[config.mk]
export PLATFORM = sky130hd
export DESIGN_NAME = fixed_divider_seq
export DESIGN_NICKNAME = d
export VERILOG_FILES = /design/src/rtl/fixed_divider_seq.sv
export SDC_FILE = /design/constraint.sdc
export NUM_CORES = 1
export LEC_CHECK = 0
export ABC_AREA = 1
export BUFFER_PORTS_ARGS = -buffer_cell sky130_fd_sc_hd__buf_4
export CORE_AREA = 2 2 149 151
export CTS_BUF_LIST = sky130_fd_sc_hd__clkbuf_4 sky130_fd_sc_hd__clkbuf_8
export DETAILED_ROUTE_END_ITERATION = 10
export DIE_AREA = 0 0 151 153
export GPL_TIMING_DRIVEN = 0
export PLACE_DENSITY = 0.82
export SKIP_LAST_GASP = 1
export SYNTH_ARGS = -nofsm -noshare
export SYNTH_HDL_FRONTEND = slang
export SYNTH_SLANG_ARGS = --single-unit
[constraint.sdc]
create_clock -name clk -period 7.09 [get_ports clk]
set_input_delay 0.3545 -clock clk [delete_from_list [all_inputs] [get_ports clk]]
set_output_delay 0.3545 -clock clk [all_outputs]
set_load 0.05 [all_outputs]
[src/rtl/fixed_divider_seq.sv]
// Sequential signed fixed-point divider: z = (a << FRAC_BITS) / b, restoring,
// one quotient bit per clock, with valid/ready handshakes on both sides.
// Quotients truncate toward zero; b == 0 and out-of-range results saturate.
module fixed_divider_seq #(
  parameter int unsigned WIDTH     = 32,
  parameter int unsigned FRAC_BITS = 14
) (
  input  logic             clk,
  input  logic             reset_i,
  input  logic             in_valid_i,
  output logic             in_ready_o,
  input  logic [WIDTH-1:0] a_i,
  input  logic [WIDTH-1:0] b_i,
  output logic             out_valid_o,
  input  logic             out_ready_i,
  output logic [WIDTH-1:0] z_o,
  output logic             div_by_zero_o,
  output logic             overflow_o
);

  localparam int unsigned N  = WIDTH + FRAC_BITS;
  localparam int unsigned CW = $clog2(N + 1);

  localparam logic [WIDTH-1:0] MaxPos = {1'b0, {(WIDTH-1){1'b1}}};
  localparam logic [WIDTH-1:0] MaxNeg = {1'b1, {(WIDTH-1){1'b0}}};

  typedef enum logic [1:0] {StIdle, StCalc, StFix, StDone} state_e;

  state_e           state_q;
  logic [N-1:0]     dvd_q;
  logic [N-1:0]     quo_q;
  logic [WIDTH:0]   rem_q;
  logic [WIDTH-1:0] b_abs_q;
  logic             sign_q;
  logic             b_zero_q;
  logic             a_neg_q;
  logic [CW-1:0]    cnt_q;

  logic [WIDTH-1:0] a_abs;
  logic [WIDTH-1:0] b_abs;
  logic [WIDTH+1:0] rem_shift;
  logic             rem_ge;
  logic [WIDTH:0]   rem_sub;
  logic             pos_ovf;
  logic             neg_ovf;
  logic [WIDTH-1:0] q_low;

  // Operand magnitudes, trial subtraction and range checks on the final quotient
  always_comb begin
    a_abs     = a_i[WIDTH-1] ? (~a_i + 1'b1) : a_i;
    b_abs     = b_i[WIDTH-1] ? (~b_i + 1'b1) : b_i;
    rem_shift = {rem_q, dvd_q[N-1]};
    rem_ge    = rem_shift >= {2'b00, b_abs_q};
    rem_sub   = rem_shift[WIDTH:0] - {1'b0, b_abs_q};
    q_low     = quo_q[WIDTH-1:0];
    // Positive range tops out at 2^(W-1)-1; negative range reaches 2^(W-1)
    pos_ovf   = |quo_q[N-1:WIDTH-1];
    neg_ovf   = (|quo_q[N-1:WIDTH]) || (quo_q[WIDTH-1] && (|quo_q[WIDTH-2:0]));
  end

  // Control FSM, datapath registers and registered outputs
  always_ff @(posedge clk or posedge reset_i) begin
    if (reset_i) begin
      state_q       <= StIdle;
      dvd_q         <= '0;
      quo_q         <= '0;
      rem_q         <= '0;
      b_abs_q       <= '0;
      sign_q        <= 1'b0;
      b_zero_q      <= 1'b0;
      a_neg_q       <= 1'b0;
      cnt_q         <= '0;
      in_ready_o    <= 1'b1;
      out_valid_o   <= 1'b0;
      z_o           <= '0;
      div_by_zero_o <= 1'b0;
      overflow_o    <= 1'b0;
    end else begin
      unique case (state_q)
        StIdle: begin
          if (in_valid_i) begin
            dvd_q      <= {a_abs, {FRAC_BITS{1'b0}}};
            quo_q      <= '0;
            rem_q      <= '0;
            b_abs_q    <= b_abs;
            sign_q     <= a_i[WIDTH-1] ^ b_i[WIDTH-1];
            a_neg_q    <= a_i[WIDTH-1];
            b_zero_q   <= (b_i == '0);
            cnt_q      <= CW'(N);
            in_ready_o <= 1'b0;
            state_q    <= (b_i == '0) ? StFix : StCalc;
          end
        end
        StCalc: begin
          dvd_q <= {dvd_q[N-2:0], 1'b0};
          quo_q <= {quo_q[N-2:0], rem_ge};
          rem_q <= rem_ge ? rem_sub : rem_shift[WIDTH:0];
          cnt_q <= cnt_q - 1'b1;
          if (cnt_q == CW'(1)) begin
            state_q <= StFix;
          end
        end
        StFix: begin
          if (b_zero_q) begin
            z_o           <= a_neg_q ? MaxNeg : MaxPos;
            div_by_zero_o <= 1'b1;
            overflow_o    <= 1'b0;
          end else if (!sign_q && pos_ovf) begin
            z_o           <= MaxPos;
            div_by_zero_o <= 1'b0;
            overflow_o    <= 1'b1;
          end else if (sign_q && neg_ovf) begin
            z_o           <= MaxNeg;
            div_by_zero_o <= 1'b0;
            overflow_o    <= 1'b1;
          end else begin
            // Negating q == 0 yields 0, so no special case for -0
            z_o           <= sign_q ? (~q_low + 1'b1) : q_low;
            div_by_zero_o <= 1'b0;
            overflow_o    <= 1'b0;
          end
          out_valid_o <= 1'b1;
          state_q     <= StDone;
        end
        StDone: begin
          if (out_ready_i) begin
            out_valid_o <= 1'b0;
            in_ready_o  <= 1'b1;
            state_q     <= StIdle;
          end
        end
        default: begin
          state_q <= StIdle;
        end
      endcase
    end
  end

endmodule

; Word-level counts from Yosys, hierarchy flattened
; Index checks and enable logic that the tools add are counted.
[totals]
regBits = 204
input_bits = 68
output_inout_bits = 36
word_cells = 79
[op_classes]
addsub = 5
order_cmp = 1
eq_ne = 7
mux = 30
n_bitwise = 4
n_reduce_logical = 18
[op_table]
columns = op, count
row1 = two-way mux 32 bit, 7
row2 = case mux 46 bit (2 select lines), 2
row3 = adder 32 x 1 -> 32 bit (second input constant), 3
row4 = NOT 32 bit, 3
row5 = two-way mux 46 bit, 2
row6 = two-way mux 33 bit, 2
row7 = case mux 33 bit (2 select lines), 1
row8 = >= comparator 34 x 32 -> 1 bit, 1
row9 = subtractor 33 x 32 -> 33 bit, 1
row10 = logical NOT 32 bit, 1
row11 = OR reduction 31 bit, 1
row12 = OR reduction 15 bit, 1
row13 = OR reduction 14 bit, 1
row14 = case mux 6 bit (2 select lines), 1
row15 = two-way mux 2 bit, 4
row16 = case mux 2 bit (4 select lines), 1
row17 = two-way mux 1 bit, 7
row18 = equality test 6 x 1 -> 1 bit (second input constant), 1
row19 = two-way mux 6 bit, 1
row20 = inequality test 2 bit (second input constant), 3
row21 = AND reduction 2 bit, 3
row22 = AND reduction 3 bit, 2
row23 = nonzero test 2 bit, 3
row24 = subtractor 6 x 1 -> 6 bit (second input constant), 1
row25 = other kinds (8), 12

; Logic depth before layout (Yosys ltp)
; Gate-level depths: netlist of the first run.
[logic_depth]
depth_word = 7
depth_mapped = 16
mapped_depth_nobuf = 16

; Worst setup path before layout of the first run
; No wires, ideal clock.
[synth_timing]
path_type = flip-flop to flip-flop
from = reg dvd_q[45]
to = reg rem_q[19]
setup_time_ns = 0.118
t_arrival_ns = 1.843
required_ns = 6.972
path_slack_ns = 5.129
path_stages_with_launch = 15
path_buffers = 1
synth_period_minus_slack_ns = 1.961
cell_sequence = dfrtp_1 -> inv_1 -> ha_1 -> fa_1 -> inv_1 -> nand3_1 -> nand3_2 -> nand2_1 -> nand2_1 -> nand2_2 -> nand3_4 -> buf_6 -> nand2_1 -> nand3_1 -> nand2_1
[synth_between]
elab_chain_len = 3
elab_cells_between_ends = 4
[synth_lines]
columns = element, line
row1 = "start, declared", 30  ; logic [N-1:0] dvd_q;
row2 = "start signal, assigned", 82  ; dvd_q <= {a_abs, {FRAC_BITS{1'b0}}};
row3 = "start signal, assigned", 95  ; dvd_q <= {dvd_q[N-2:0], 1'b0};
row4 = subtractor 33 x 32 -> 33 bit or >= comparator 34 x 32 -> 1 bit (tied branches), "54, 53"
row5 = two-way mux 33 bit *, 97  ; rem_q <= rem_ge ? rem_sub : rem_shift[WIDTH:0];
row6 = case mux 33 bit (2 select lines) *, 79  ; unique case (state_q)
row7 = "end signal, assigned", 97
row8 = "end, declared", 32  ; logic [WIDTH:0] rem_q;
; Every way passes the cells marked *; elsewhere a longest branch is shown, timed or not.
; A chain may end at the register's enable or synchronous reset.

; Worst setup path in the final report of the first run
[layout_timing]
from = reg state_q[1]
to = reg rem_q[23]
[layout_between]
elab_chain_len = 3
elab_cells_between_ends = 6
[layout_lines]
columns = element, line
row1 = "start, declared", 29  ; state_e state_q;
row2 = "start signal, assigned", 64  ; state_q <= StIdle;
row3 = "start signal, assigned", 91  ; state_q <= (b_i == '0) ? StFix : StCalc;
row4 = "start signal, assigned", 100  ; state_q <= StFix;
row5 = equality test 2 x 1 -> 1 bit or logical NOT 2 bit (tied branches), 79
row6 = nonzero test 2 bit (no line) or inequality test 2 bit (tied branches), n/a
row7 = AND reduction 2 bit (no line), n/a
; Several ways; a longest one is shown, not always the timed one.

==> metrics.csv, run 1 <==
stage;metric;value;unit
clocking;ctsRootBufferMaster;clkbuf_8;
critical_path;endpoint_kind;flip-flop;
global_route;antenna_found_initial;0;
place;place_area;14500;um^2
yosys;netlist_area;13400;um^2
yosys;synthFlopType;dfrtp_1;
layout;multi_input_area;7080;um^2
critical_path;cp-endpoint;rem_q[23]$_DFFE_PP0P_;
die;io_pins;104;
power;internal-power;0.00358;W
power;p_leak;8.08;nW
power;p_sw;0.00448;W
yosys;synth_simple_gate_area_share;0.335;
detailed_routing;antenna_left;0;
clocking;cts.sinks;190;
timing;fmax;374;MHz
timing;hold_ws;0.0337;ns
layout;nets;2261;
place;dp_hpwl;31.4;mm
critical_path;crit_family;buffers and inverters;
timing;finalClockSkew;0.0218;ns
timing;setup_violations;0;
critical_path;ff2ff_path_depth;8;
die;fp.dieH;153;um
critical_path;path_buf_inv;4;
critical_path;cpMaxStageDelayCell;clkbuf_1;
clocking;htree_levels;4;
global_route;grt_max_degree;125;
global_route;grt_overflow;0;
clocking;clk_path_buf_depth;2;
layout;utilization;0.695;
detailed_routing;drcViolationCount;0;
critical_path;timing.rr.start;state_q[1]$_DFFE_PP0P_;
layout;drive_gt1_frac;0.0896;
yosys;synth_seq_cells;190;
critical_path;crit_fanout;10;
yosys;syn_avg_cell_area;6.60;um^2
layout;antennaDiodeCount;0;
layout;fillers;1946;
critical_path;crit_chain;inv_1 > ha_1 > inv_2 > buf_2 > nor2_1 > clkbuf_1 > nand3_1 > nand2_1;
layout;regArea;4760;um^2
clocking;clock_latency;0.50;ns
power;netSwitchingFraction;0.556;
die;die_x;151;um
yosys;synthMuxAreaShare;0.000841;
yosys;syn_nets;2138;
power;p_comb_frac;0.688;
power;power.density;539;nW/um^2
yosys;synth_xor_area_frac;0.0353;
detailed_routing;drt-initial-drc-count;1314;
global_route;track_usage;0.359;
detailed_routing;wire_per_inst;16.6;um
layout;design_area;14900;um^2
yosys;synth_cell_type_count;47;
worst_hold_path;hold_path.class;in2reg;
critical_path;crit_cells;8;
yosys;synth_top_family_by_area;simple AND/OR/NAND/NOR gates;
timing;rsz0062_at_grt;no;
place;place_congestion;1.01;
die;coreArea;21500;um^2
power;clock_power_share;0.090;
critical_path;cp.required;7.52;ns
die;start_util;0.623;
critical_path;start_kind;flip-flop;
critical_path;arrival;3.10;ns
clocking;ctsResizeCount;0;
timing;slew_viol_final;0;
detailed_routing;vias;13700;
yosys;syn_inst;2028;
critical_path;worstSetupStartpoint;state_q[1]$_DFFE_PP0P_;
critical_path;max_stage_delay;0.64;ns
status;status;complete, no violations;
detailed_routing;drt-vias-per-instance;5.61;
yosys;synth_compound_area_frac;0.118;
place;numPortBuffers;102;
global_route;grt_pass1_vias;12800;
timing;relSlewSlack;0.501;
die;num_rows;54;
power;p_seq_frac;0.222;
run;maxCapViolations;0;
critical_path;rrSetupSlack;4.42;ns
global_route;grt_first_pass_wirelength;64.7;mm
detailed_routing;wirelength;40.6;mm
layout;syn_to_final_growth;11.6;%
critical_path;worstReg2RegEnd;rem_q[23]$_DFFE_PP0P_;
timing;timing.final.crit_period;2.67;ns
timing;worstMarginPinSlew;0.748;ns
timing;finalCritPeriodShare;0.377;
clocking;cts_tree;done;
yosys;synth_edf_count;0;
die;dieArea;23100;um^2
yosys;async_flop_share;1.00;
yosys;yosys_warnings;0;
detailed_routing;first_pass_iters;6;
clocking;clkTransAtPathRegs;0.10;ns
timing;final-hold-violation-count;0;
clocking;cts_buffers;17;
critical_path;critical_path_class;reg2reg;
yosys;synthAdderAreaFrac;0.0398;
power;peakVddDrop;0.000269;V
yosys;yosysSeqAreaShare;0.355;
sequential cells by signal (all words and copies together) (netlist names), 2 cells and up:
name / cells
b_abs_q: 32
cnt_q: 6
dvd_q: 32
quo_q: 46
rem_q: 33
state_q: 2
z_o: 32
cells in the mapped netlist, types with 20 or more instances:
library cell,n,area [um^2]
a21oi_1,73,365
clkbuf_1,39,146
dfrtp_1,189,4730
ha_1,41,513
inv_1,320,1200
nand2_1,652,2450
nand3_1,141,706
nand4_1,53,332
nor2_1,153,574
nor3_1,20,100
o21ai_0,114,571
o22ai_1,49,307
xor2_1,36,315
power groups by stage:
stage	registers, W	logic, W	clock network (W)
finish	0.00179	0.00554	0.000726
global route	0.00184	0.00619	0.000780
CTS	0.00178	0.00545	0.000730
detailed placement	0.00180	0.00541	0
global placement	0.00178	0.00532	0
floorplan	0.00206	0.00370	0
cells in the final DEF, fill, tap and decap left out, types with 3 or more instances in the layout:
cell type	n
xnor2_1	18
buf_4	103
o22ai_1	49
a31oi_1	4
clkbuf_1	39
nand3_2	3
clkbuf_8	17
nand4_1	53
clkinv_8	3
inv_2	6
inv_1	319
nor3_1	20
buf_2	18
nand3_1	141
buf_6	5
nor2_2	7
dfrtp_1	189
nand3b_1	15
inv_8	5
o21bai_1	7
nand2_1	652
nor2_1	153
clkinv_1	3
ha_1	41
o31ai_1	3
or2_2	6
o21ai_0	114
nor4_1	3
clkinvlp_4	3
o21ai_2	3
a21oi_1	73
o21ai_1	10
xor2_1	36
o211ai_1	12
buf_1	5
how the worst min path moves through the flow:
stage / startpoint / to / depth (start not counted)
final: out_ready_i / out_valid_o$_DFFE_PP0P_ / 2
after global routing: out_ready_i / out_valid_o$_DFFE_PP0P_ / 2
after CTS: out_ready_i / out_valid_o$_DFFE_PP0P_ / 2
after detailed placement: reset_i / dvd_q[37]$_DFFE_PP0P_ / 2
after global placement: dvd_q[33]$_DFFE_PP0P_ / dvd_q[33]$_DFFE_PP0P_ / 2
after floorplan: dvd_q[33]$_DFFE_PP0P_ / dvd_q[33]$_DFFE_PP0P_ / 2
layout make-up:
type                            instances  area share
Sequential cell                       190       0.318
Multi-Input combinational cell       1441       0.474
Clock inverter                         15      0.0105
Buffer                                 68      0.0214
Timing Repair Buffer                  104      0.0538
Inverter                              329      0.0832
Clock buffer                           17      0.0157
Tap cell                              280      0.0235
timing repair:
item | 4_1_cts | 5_1_grt
setup buffers | 0 | 0
hold endpoints to repair | 65 | 0
hold buffers | 1 | 0
kinds of logic (layout without fill, tap and decap cells):
family                   after synthesis  in the layout
multiplexers                           1              1
adder cells (fa/ha/maj)               42             42
XOR/XNOR                              54             54
AO/OA/AOI/OAI                        282            282
flip-flops                           190            190
AND/OR/NAND/NOR                     1062           1062
buffers and inverters                397            533
metrics by stage:
step                std cells  TNS (ns)  total power [W]  setup WS (ns)
floorplan                2028         0          0.00576           1.57
global placement         2410    -85.73          0.00710         -0.477
detailed placement       2411         0          0.00721           4.44
CTS                      2444         0          0.00796           4.41
global route             2444         0          0.00880           4.29
finish                   2444         0          0.00806           4.42
metal layers:
layer / wire [um] / vias to the layer above / share of wire / GRT usage
met5: 0 / - / 0 / 0
met4: 651 / 0 / 0.016 / 0.0868
met3: 3530 / 54 / 0.087 / 0.0693
met2: 17900 / 537 / 0.44 / 0.544
met1: 18500 / 6436 / 0.46 / 0.531
li1: - / 6692 / - / -
(Power assumes the default switching activity.)
==> run 2, diff against run 1 <==
--- a/config.mk
+++ b/config.mk
@@ -5,14 +5,14 @@
 export SDC_FILE = /design/constraint.sdc
 export NUM_CORES = 1
 export LEC_CHECK = 0
-export ABC_AREA = 1
+export ABC_AREA = 0
 export BUFFER_PORTS_ARGS = -buffer_cell sky130_fd_sc_hd__buf_4
-export CORE_AREA = 2 2 149 151
+export CORE_AREA = 2 2 147 149
 export CTS_BUF_LIST = sky130_fd_sc_hd__clkbuf_4 sky130_fd_sc_hd__clkbuf_8
 export DETAILED_ROUTE_END_ITERATION = 10
-export DIE_AREA = 0 0 151 153
+export DIE_AREA = 0 0 149 151
 export GPL_TIMING_DRIVEN = 0
-export PLACE_DENSITY = 0.82
+export PLACE_DENSITY = 0.78
 export SKIP_LAST_GASP = 1
 export SYNTH_ARGS = -nofsm -noshare
 export SYNTH_HDL_FRONTEND = slang
==> constraint.sdc (replaced) <==
create_clock -name clk -period 2.3 [get_ports clk]
set_input_delay 0.115 -clock clk [delete_from_list [all_inputs] [get_ports clk]]
set_output_delay 0.115 -clock clk [all_outputs]
set_load 0.05 [all_outputs]
==> run 2 against run 1 <==
Effect of this change: the run now ends with negative setup slack left; sequential share of layout area down 0.44 points; design area up 1.5%; first-iteration DRC count down 39%; synthesized cell count down 34%; power up 110%; critical path type unchanged; largest cell class unchanged.
==> metrics.csv, run 2 <==
stage;metric;value;unit;change
critical_path;max_stage_delay;0.45;ns;was 0.64 ns
critical_path;path_buf_inv;2;;was 4
yosys;yosysTopAreaCell;dfrtp_1;;unchanged
yosys;synth_edf_count;0;;unchanged
die;dieArea;22500;um^2;was 23,100 um^2
detailed_routing;first_pass_iters;8;;was 6
yosys;synth_top_area_frac;0.409;;was 0.353
clocking;ctsRootBufferMaster;clkbuf_8;;unchanged
clocking;clkTransAtPathRegs;0.11;ns;was 0.10 ns
global_route;grt_max_degree;44;;was 125
yosys;synthAdderAreaFrac;0.0461;;was 0.0398
power;p_comb_frac;0.572;;was 0.688
global_route;track_usage;0.289;;was 0.359
timing;finalCritPeriodShare;1.22;;was 0.377
place;dp_hpwl;22.7;mm;was 31.4 mm
power;internal-power;0.00865;W;was 0.00358 W
die;fp.dieH;151;um;was 153 um
critical_path;start_kind;flip-flop;;unchanged
layout;final_common_cell;dfrtp_1;;was nand2_1
global_route;antenna_found_initial;0;;unchanged
yosys;syn_inst;1333;;was 2,028
layout;final_cell_mix;dfrtp_1 (186), nand2_1 (149), buf_4 (148);;was nand2_1 (652), inv_1 (319), dfrtp_1 (189)
timing;worstMarginPinSlew;0.870;ns;was 0.748 ns
yosys;async_flop_share;1.00;;unchanged
power;clock_power_share;0.133;;was 0.090
critical_path;crit_family;compound AO/OA/AOI/OAI gates;;was buffers and inverters
power;p_seq_frac;0.295;;was 0.222
status;status;finished with violations;;was complete, no violations
yosys;synth_top_family_by_area;compound AO/OA/AOI/OAI gates;;was simple AND/OR/NAND/NOR gates
yosys;yosysMostFrequentCell;dfrtp_1;;was nand2_1
timing;relSlewSlack;0.420;;was 0.501
layout;utilization;0.728;;was 0.695
global_route;grt_overflow;0;;unchanged
layout;antennaDiodeCount;0;;unchanged
critical_path;crit_fanout;8;;was 10
yosys;yosysSeqAreaShare;0.412;;was 0.355
timing;slew_viol_final;0;;unchanged
yosys;syn_avg_cell_area;8.67;um^2;was 6.60 um^2
clocking;htree_levels;4;;unchanged
status;violations;negative setup slack;;
power;p_sw;0.00790;W;was 0.00448 W
critical_path;cpMaxStageDelayCell;dfrtp_1;;was clkbuf_1
layout;top_register;quo_q;;unchanged
clocking;cts_buffers;17;;unchanged
die;die_x;149;um;was 151 um
die;num_rows;53;;was 54
detailed_routing;drt-vias-per-instance;6.01;;was 5.61
global_route;grt_pass1_vias;10500;;was 12,800
die;io_pins;104;;unchanged
yosys;synth_seq_cells;190;;unchanged
yosys;synth_xor_area_frac;0.0743;;was 0.0353
yosys;synth_simple_gate_area_share;0.151;;was 0.335
yosys;netlist_area;11600;um^2;was 13,400 um^2
critical_path;cp.required;2.65;ns;was 7.52 ns
place;place_congestion;0.918;;was 1.01
layout;nets;1656;;was 2,261
yosys;synth_area_leaders;dfrtp_1 (41%), o21ai_0 (6.5%), xor2_1 (5.5%);;was dfrtp_1 (35%), nand2_1 (18%), inv_1 (9.0%)
timing;timing.final.crit_period;2.82;ns;was 2.67 ns
power;power.density;1090;nW/um^2;was 539 nW/um^2
timing;fmax;355;MHz;was 374 MHz
detailed_routing;wirelength;33.4;mm;was 40.6 mm
layout;largest_registers;quo_q x46, rem_q x33;;unchanged
critical_path;crit_chain;ha_4 > fa_2 > nand2b_4 > a21oi_4 > nor3_4 > o221a_4 > o31ai_4 > o31a_1 > buf_8 > buf_12 > mux2i_2 > o21ai_1;;was inv_1 > ha_1 > inv_2 > buf_2 > nor2_1 > clkbuf_1 > nand3_1 > nand2_1
timing;finalClockSkew;0.0207;ns;was 0.0218 ns
power;netSwitchingFraction;0.477;;was 0.556
clocking;cts_tree;done;;unchanged
detailed_routing;drcViolationCount;0;;unchanged
place;pre_cts_ws;-0.830;ns;was 4.44 ns
layout;largest_reg_flops;46;;unchanged
place;numPortBuffers;103;;was 102
global_route;grt_first_pass_wirelength;52.1;mm;was 64.7 mm
yosys;synthMuxAreaShare;0.0211;;was 0.000841
clocking;clock_latency;0.48;ns;was 0.50 ns
detailed_routing;vias;11000;;was 13,700
timing;rsz0062_at_grt;yes;;was no
timing;setup_violations;74;;was 0
yosys;synth_commonest_cells;dfrtp_1 (189), nand2_1 (156), o21ai_0 (151);;was nand2_1 (652), inv_1 (320), dfrtp_1 (189)
timing;final-hold-violation-count;0;;unchanged
die;coreArea;20800;um^2;was 21,500 um^2
yosys;synthFlopType;dfrtp_1;;unchanged
critical_path;endpoint_kind;flip-flop;;unchanged
power;finalPower;0.0165;W;was 0.00806 W
clocking;clk_path_buf_depth;2;;unchanged
die;start_util;0.555;;was 0.623
power;peakVddDrop;0.000544;V;was 0.000269 V
run;maxCapViolations;0;;unchanged
clocking;cts.sinks;190;;unchanged
yosys;yosys_warnings;0;;unchanged
yosys;syn_nets;1443;;was 2,138
detailed_routing;antenna_left;0;;unchanged
critical_path;critical_path_class;reg2reg;;unchanged
layout;syn_to_final_growth;31.2;%;was 11.6%
timing;fin_ws;-0.517;ns;was 4.42 ns
detailed_routing;drt-initial-drc-count;806;;was 1,314
layout;drive_gt1_frac;0.253;;was 0.0896
critical_path;arrival;3.17;ns;was 3.10 ns
yosys;synth_compound_area_frac;0.241;;was 0.118
worst_hold_path;hold_path.class;in2reg;;unchanged
detailed_routing;wire_per_inst;18.2;um;was 16.6 um
yosys;synth_cell_type_count;62;;was 47
power;p_leak;6.70;nW;was 8.08 nW
## run 2: cell count changes in the layout (fill, tap and decap cells not counted), sizes merged, moves of 27 or more
cell	previous run	this run
xor2	36	72
inv	332	90
a22o	1	43
nand4	53	13
nand2	654	156
nor2	161	83
o21ai	127	154
o22ai	49	19
nand3	145	19
buf	132	180
dlygate4sd3	1	42
o221ai	0	28
## run 2: what timing repair did
action | in CTS | in global routing
gates resized for setup | 108 | 102
pin swaps | 45 | 32
cloned | 4 | 3
setup endpoints to repair | 169 | 155
buffers inserted | 37 | 15
hold buffers | 42 | 0
endpoints found under the hold margin | 65 | 0
## run 2: final timing paths
| kind | startpoint | end | slack, ns | cells past startpoint |
|---|---|---|---|---|
| max | b_abs_q[0]$_DFFE_PP0P_ | rem_q[18]$_DFFE_PP0P_ | -0.52 | 12 |
| min | b_i[18] | b_abs_q[18]$_DFFE_PP0P_ | 0.01 | 3 |
| max reg2reg | b_abs_q[0]$_DFFE_PP0P_ | rem_q[18]$_DFFE_PP0P_ | -0.52 | 12 |
| min reg2reg | b_abs_q[2]$_DFFE_PP0P_ | b_abs_q[2]$_DFFE_PP0P_ | 0.49 | 2 |
| max in group asynchronous | reset_i | rem_q[20]$_DFFE_PP0P_ | 1.11 | 5 |
| min in group asynchronous | reset_i | div_by_zero_o$_DFFE_PP0P_ | 0.28 | 3 |
## run 2: tightest hold or removal path: stages
cell,delay (ns)
buf_4,0.12
xor2_1,0.13
o21ai_0,0.09
## run 2: power by group through the flow
stage | Sequential [W] | Clock [W] | Combinational (W)
finish | 0.00488 | 0.00219 | 0.00947
detailed placement | 0.00492 | 0 | 0.00797
floorplan | 0.00565 | 0 | 0.00497
CTS | 0.00485 | 0.00221 | 0.00877
global route | 0.00499 | 0.00235 | 0.0102
global placement | 0.00487 | 0 | 0.00778
## run 2: area by class of cell
| cell class | count | area (um^2) |
|---|---|---|
| Buffer | 67 | 419 |
| Clock buffer | 18 | 241 |
| Clock inverter | 14 | 139 |
| Fill cell | 1516 | 5670 |
| Inverter | 88 | 334 |
| Multi-Input combinational cell | 975 | 7060 |
| Sequential cell | 190 | 4760 |
| Tap cell | 275 | 344 |
| Timing Repair Buffer | 207 | 1860 |
## run 2: stage by stage
stage	area [um^2]	TNS, ns	hold slack, ns	cells
2_1_floorplan	11800	-69.41	0.224	1333
3_3_place_gp	12900	-341.96	0.351	1711
3_5_place_dp	13000	-91.59	0.242	1715
4_1_cts	14600	-24.82	0.0106	1820
5_1_grt	15200	-35.38	0.0452	1834
6_report	15200	-30.13	0.0140	1834
## run 2: kinds of logic after synthesis
group	count (synthesis)
flops	190
compound gates	437
mux	24
simple gates	374
xor+xnor	98
fa+ha+maj	42
buf+inv	168
## run 2: per-layer routing
metal	track usage	share of wire	wire length, um
met5	0	0	0
met4	0.101	0.027	905
met3	0.0416	0.050	1680
met2	0.494	0.50	16600
met1	0.379	0.43	14200
